<file path="config.mk">
export PLATFORM = sky130hd
export DESIGN_NAME = fcs_tx_serializer
export DESIGN_NICKNAME = d
export VERILOG_FILES = /design/src/rtl/fcs_tx_serializer.sv
export SDC_FILE = /design/constraint.sdc
export NUM_CORES = 1
export LEC_CHECK = 0
export CAP_MARGIN = 20
export CORE_ASPECT_RATIO = 0.9
export CORE_MARGIN = 2
export CORE_UTILIZATION = 47
export CTS_CLUSTER_DIAMETER = 120
export CTS_CLUSTER_SIZE = 20
export DETAILED_ROUTE_END_ITERATION = 16
export PLACE_DENSITY = 0.69
export SLEW_MARGIN = 20
export SYNTH_ARGS = -nofsm -noshare
export SYNTH_HDL_FRONTEND = slang
export SYNTH_SLANG_ARGS = --single-unit
</file>
<file path="constraint.sdc">
create_clock -name clk -period 3.45 [get_ports clk]
set_input_delay 0.69 -clock clk [delete_from_list [all_inputs] [get_ports clk]]
set_output_delay 0.69 -clock clk [all_outputs]
set_load 0.005 [all_outputs]
</file>
<file path="src/rtl/fcs_tx_serializer.sv">
// Byte-to-bit serializer for the tag transmit path: shifts payload bytes out LSB
// first through an external bit-serial CRC-32 engine, then appends the
// complemented FCS and an idle gap.
module fcs_tx_serializer #(
    parameter int unsigned GAP_BITS = 16
) (
    input  logic        clk,
    input  logic        rst_n,
    input  logic        in_valid,
    output logic        in_ready,
    input  logic [7:0]  in_data,
    input  logic        in_last,
    output logic        fcs_enable,
    output logic        fcs_s_in,
    input  logic [31:0] fcs_val,
    output logic        tx_valid,
    output logic        tx_bit,
    output logic        tx_last,
    output logic        tx_error
);

    // Keep the gap counter at least one bit wide so GAP_BITS == 0 still elaborates.
    localparam int unsigned GapW = (GAP_BITS > 0) ? $clog2(GAP_BITS + 1) : 1;
    localparam logic [GapW-1:0] GapLast = (GAP_BITS > 0) ? GapW'(GAP_BITS - 1) : '0;

    typedef enum logic [1:0] {
        StIdle,
        StData,
        StFcs,
        StGap
    } state_e;

    state_e          state_q, state_d;
    logic [7:0]      byte_q, byte_d;
    logic            last_q, last_d;
    logic [2:0]      bit_idx_q, bit_idx_d;
    logic [31:0]     fcs_sr_q, fcs_sr_d;
    logic [4:0]      fcs_cnt_q, fcs_cnt_d;
    logic [GapW-1:0] gap_cnt_q, gap_cnt_d;
    logic            err_q, err_d;

    // State and datapath registers.
    always_ff @(posedge clk or negedge rst_n) begin
        if (!rst_n) begin
            state_q   <= StIdle;
            byte_q    <= '0;
            last_q    <= 1'b0;
            bit_idx_q <= '0;
            fcs_sr_q  <= '0;
            fcs_cnt_q <= '0;
            gap_cnt_q <= '0;
            err_q     <= 1'b0;
        end else begin
            state_q   <= state_d;
            byte_q    <= byte_d;
            last_q    <= last_d;
            bit_idx_q <= bit_idx_d;
            fcs_sr_q  <= fcs_sr_d;
            fcs_cnt_q <= fcs_cnt_d;
            gap_cnt_q <= gap_cnt_d;
            err_q     <= err_d;
        end
    end

    // Next-state logic and state-decoded outputs.
    always_comb begin
        state_d    = state_q;
        byte_d     = byte_q;
        last_d     = last_q;
        bit_idx_d  = bit_idx_q;
        fcs_sr_d   = fcs_sr_q;
        fcs_cnt_d  = fcs_cnt_q;
        gap_cnt_d  = gap_cnt_q;
        err_d      = 1'b0;
        in_ready   = 1'b0;
        tx_valid   = 1'b0;
        tx_bit     = 1'b0;
        tx_last    = 1'b0;
        fcs_enable = 1'b0;
        fcs_s_in   = 1'b0;

        unique case (state_q)
            StIdle: begin
                in_ready = 1'b1;
                if (in_valid) begin
                    byte_d    = in_data;
                    last_d    = in_last;
                    bit_idx_d = '0;
                    state_d   = StData;
                end
            end
            StData: begin
                tx_valid   = 1'b1;
                tx_bit     = byte_q[bit_idx_q];
                fcs_enable = 1'b1;
                fcs_s_in   = byte_q[bit_idx_q];
                // Wraps to 0 after bit 7, which is what byte chaining wants.
                bit_idx_d  = bit_idx_q + 3'd1;
                if (bit_idx_q == 3'd7) begin
                    in_ready = !last_q;
                    if (last_q) begin
                        fcs_cnt_d = '0;
                        state_d   = StFcs;
                    end else if (in_valid) begin
                        byte_d = in_data;
                        last_d = in_last;
                    end else begin
                        // Underrun: abandon the frame without an FCS.
                        err_d     = 1'b1;
                        gap_cnt_d = '0;
                        state_d   = (GAP_BITS == 0) ? StIdle : StGap;
                    end
                end
            end
            StFcs: begin
                tx_valid  = 1'b1;
                fcs_cnt_d = fcs_cnt_q + 5'd1;
                if (fcs_cnt_q == 5'd0) begin
                    // Engine clears on this edge, so grab the rest of the FCS now.
                    tx_bit   = ~fcs_val[31];
                    fcs_sr_d = {~fcs_val[30:0], 1'b0};
                end else begin
                    tx_bit   = fcs_sr_q[31];
                    fcs_sr_d = {fcs_sr_q[30:0], 1'b0};
                end
                if (fcs_cnt_q == 5'd31) begin
                    tx_last   = 1'b1;
                    gap_cnt_d = '0;
                    state_d   = (GAP_BITS == 0) ? StIdle : StGap;
                end
            end
            StGap: begin
                gap_cnt_d = gap_cnt_q + 1'b1;
                if (gap_cnt_q == GapLast) begin
                    state_d = StIdle;
                end
            end
            default: state_d = StIdle;
        endcase
    end

    assign tx_error = err_q;

endmodule
</file>
==> flow_summary.json <==
{
  "synth_cells": 300,
  "synthAdderAreaFrac": 0.0420,
  "grt_usage": 0.157,
  "synthToLayoutAreaGrowth_pct": 17.8,
  "final_cell_mix": "a21oi_2 (59), dfrtp_1 (56), clkdlybuf4s50_1 (49)",
  "wl_mm": 5.61,
  "rrSetupSlack_ns": 0.95,
  "fillers": 561,
  "layout-drive-gt1-share": 0.331,
  "worst_ep_arrival_time_ns": 2.35,
  "synth_cell_types": 35,
  "synthSimpleGateAreaFrac": 0.199,
  "ant_nets": 0,
  "cp_data_required_time_ns": 2.76,
  "overflow": 0,
  "multiInputGateArea_um2": 1690,
  "crit_end": "tx_bit",
  "critPathLaunch": "fcs_cnt_q[0]$_DFFE_PN0P_",
  "timing.final.crit_period_ns": 3.04,
  "cp-end-kind": "output pin",
  "setup_viol": 0,
  "synth_top_family_by_area": "compound AO/OA/AOI/OAI gates",
  "cts_buffer_depth": 2,
  "diodes": 0,
  "dp_hpwl_mm": 4.05,
  "num_rows": 28,
  "final.setup.tns_ns": 0,
  "cts_buffers": 5,
  "slew_headroom": 0.457,
  "final_common_cell": "a21oi_2",
  "vias_per_cell": 4.96,
  "p_leak_nw": 1.49,
  "nets": 398,
  "r2r-end": "fcs_sr_q[10]$_DFFE_PN0P_",
  "synth_fp_nets": 355,
  "synth_area_um2": 3280,
  "vias": 2152,
  "die_area_um2": 7650,
  "hold_viol_final": 0,
  "timing.rr.start": "fcs_cnt_q[0]$_DFFE_PN0P_",
  "seq_area_um2": 1400,
  "io_pins": 51,
  "start_kind": "flip-flop",
  "avgRoutedWirePerCell_um": 12.9,
  "cts_sinks": 56,
  "synth-edff-count": 0,
  "tritoncts": "built",
  "reg2reg_depth": 8,
  "hp-class": "input port to async pin",
  "yosys_warnings": 0,
  "setup_slack_ns": 0.405,
  "synth-seq-area-share": 0.428,
  "grt_pass1_wl_mm": 9.93,
  "peakVddDrop_uv": 524,
  "ys.flop_type": "dfrtp_1",
  "worstMarginPinSlew_ns": 0.814,
  "synth_compound_area_frac": 0.210,
  "die_h_um": 83.2,
  "clk_pin_slew_ns": 0.09,
  "gp_congestion": 0.858,
  "clk_latency_ns": 0.30,
  "rsz0062_at_grt": "no",
  "path_class": "flip-flop to output pin",
  "pre_cts_ws_ns": 0.723,
  "outcome": "completed",
  "drtPass1Iterations": 4,
  "grt_pass1_vias": 2222,
  "synth-async-reset-ratio": 1.00,
  "die_w_um": 92,
  "root_buffer": "clkbuf_8",
  "antenna_found_initial": 0,
  "syn-mean-instance-area_um2": 10.9,
  "start_util": 0.492,
  "holdBufCountCts": 0,
  "htree_levels": 2,
  "synth_xor_area_frac": 0,
  "fmax_ghz": 0.328,
  "grt_max_degree": 68,
  "drtIter0Drc": 79,
  "post_cts_buffers": 0,
  "maxSlewViolCount": 0,
  "muxShareOfSynthArea": 0.0634,
  "core_region_area_um2": 6660,
  "io_buffers": 50,
  "clock_skew_ns": 0.00460,
  "power.density_nw_per_um2": 960,
  "drv_cap": 0,
  "ys_ff_latch": 56,
  "drc": 0,
  "cts_resized": 0,
  "period_share": 0.882,
  "path_max_fanout": 6
}
-- Yosys cell counts (3+ instances only) --
cell	instances	share of area
buf_6	4	0.014
dfrtp_1	56	0.43
inv_1	11	0.013
nor2_1	34	0.039
mux2i_1	5	0.015
nand3b_1	3	0.0069
buf_12	3	0.018
o21ai_0	14	0.021
ha_1	11	0.042
and3_1	3	0.0057
nand3_1	4	0.0061
mux2_2	11	0.038
nand2_1	16	0.018
a21oi_2	59	0.16
nor2_4	29	0.10
clkbuf_1	8	0.0092
buf_2	3	0.0046
nand2b_1	4	0.0076
-- worst min-delay path by stage --
stage | end | slack (ns) | start
final | byte_q[0]$_DFFE_PN0P_ | 0.43 | rst_n
after global routing | byte_q[0]$_DFFE_PN0P_ | 0.50 | rst_n
after CTS | fcs_cnt_q[2]$_DFFE_PN0P_ | 0.47 | rst_n
after detailed placement | byte_q[1]$_DFFE_PN0P_ | 0.50 | byte_q[1]$_DFFE_PN0P_
after global placement | byte_q[7]$_DFFE_PN0P_ | 0.49 | byte_q[7]$_DFFE_PN0P_
after floorplan | bit_idx_q[0]$_DFFE_PN0P_ | 0.39 | rst_n
-- where the power goes --
group | internal, W | leakage [nW] | total (W) | switching [W]
Clock | 0.000164 | 0.0455 | 0.000363 | 0.000199
Sequential | 0.000959 | 0.664 | 0.00117 | 0.000213
Combinational | 0.000888 | 0.780 | 0.00217 | 0.00128
-- critical path, cell delays in order, from the launching register on --
cell             delay, ns
dfrtp_1               0.42
inv_1                 0.10
ha_1                  0.15
or4b_4                0.51
nor2_1                0.12
a21oi_1               0.06
o22ai_1               0.17
clkdlybuf4s50_1       0.52
-- layer usage --
metal  GRT usage  up-vias  routed length [µm]
met1       0.202     1005                2710
met3      0.0281        7                 147
met5           0        -                   0
li1            -     1110                   -
met2       0.267       30                2670
met4      0.0502        0                  89
-- sequential cells by signal, summed over array words and instances, names as in the netlist --
register and flops:
last_q 1, byte_q 8, tx_error 1, fcs_sr_q 31, gap_cnt_q 5, bit_idx_q 3
fcs_cnt_q 5, state_q 2
-- cell type report --
type                       count  share of cell area
clock buffer                   8              0.0233
sequential                    56               0.363
tap                           90              0.0292
multi-input combinational    215               0.438
timing repair buffer          54               0.136
inverter                      11              0.0107
-- metrics by stage --
stage	hold WS [ns]	total power (W)	util	cells	instance area (µm²)
final	0.429	0.00370	0.580	434	3860
after global routing	0.500	0.00404	0.580	434	3860
after CTS	0.466	0.00376	0.580	434	3860
after detailed placement	0.498	0.00338	0.566	426	3770
after global placement	0.490	0.00334	0.566	426	3770
after floorplan	0.394	0.00314	-	300	3280
-- logic make-up after synthesis --
logic type	after synthesis
buf+inv	29
compound gates	86
simple gates	100
fa+ha+maj	11
flops	56
mux	18
No activity file was read; power rests on OpenSTA's default activity.
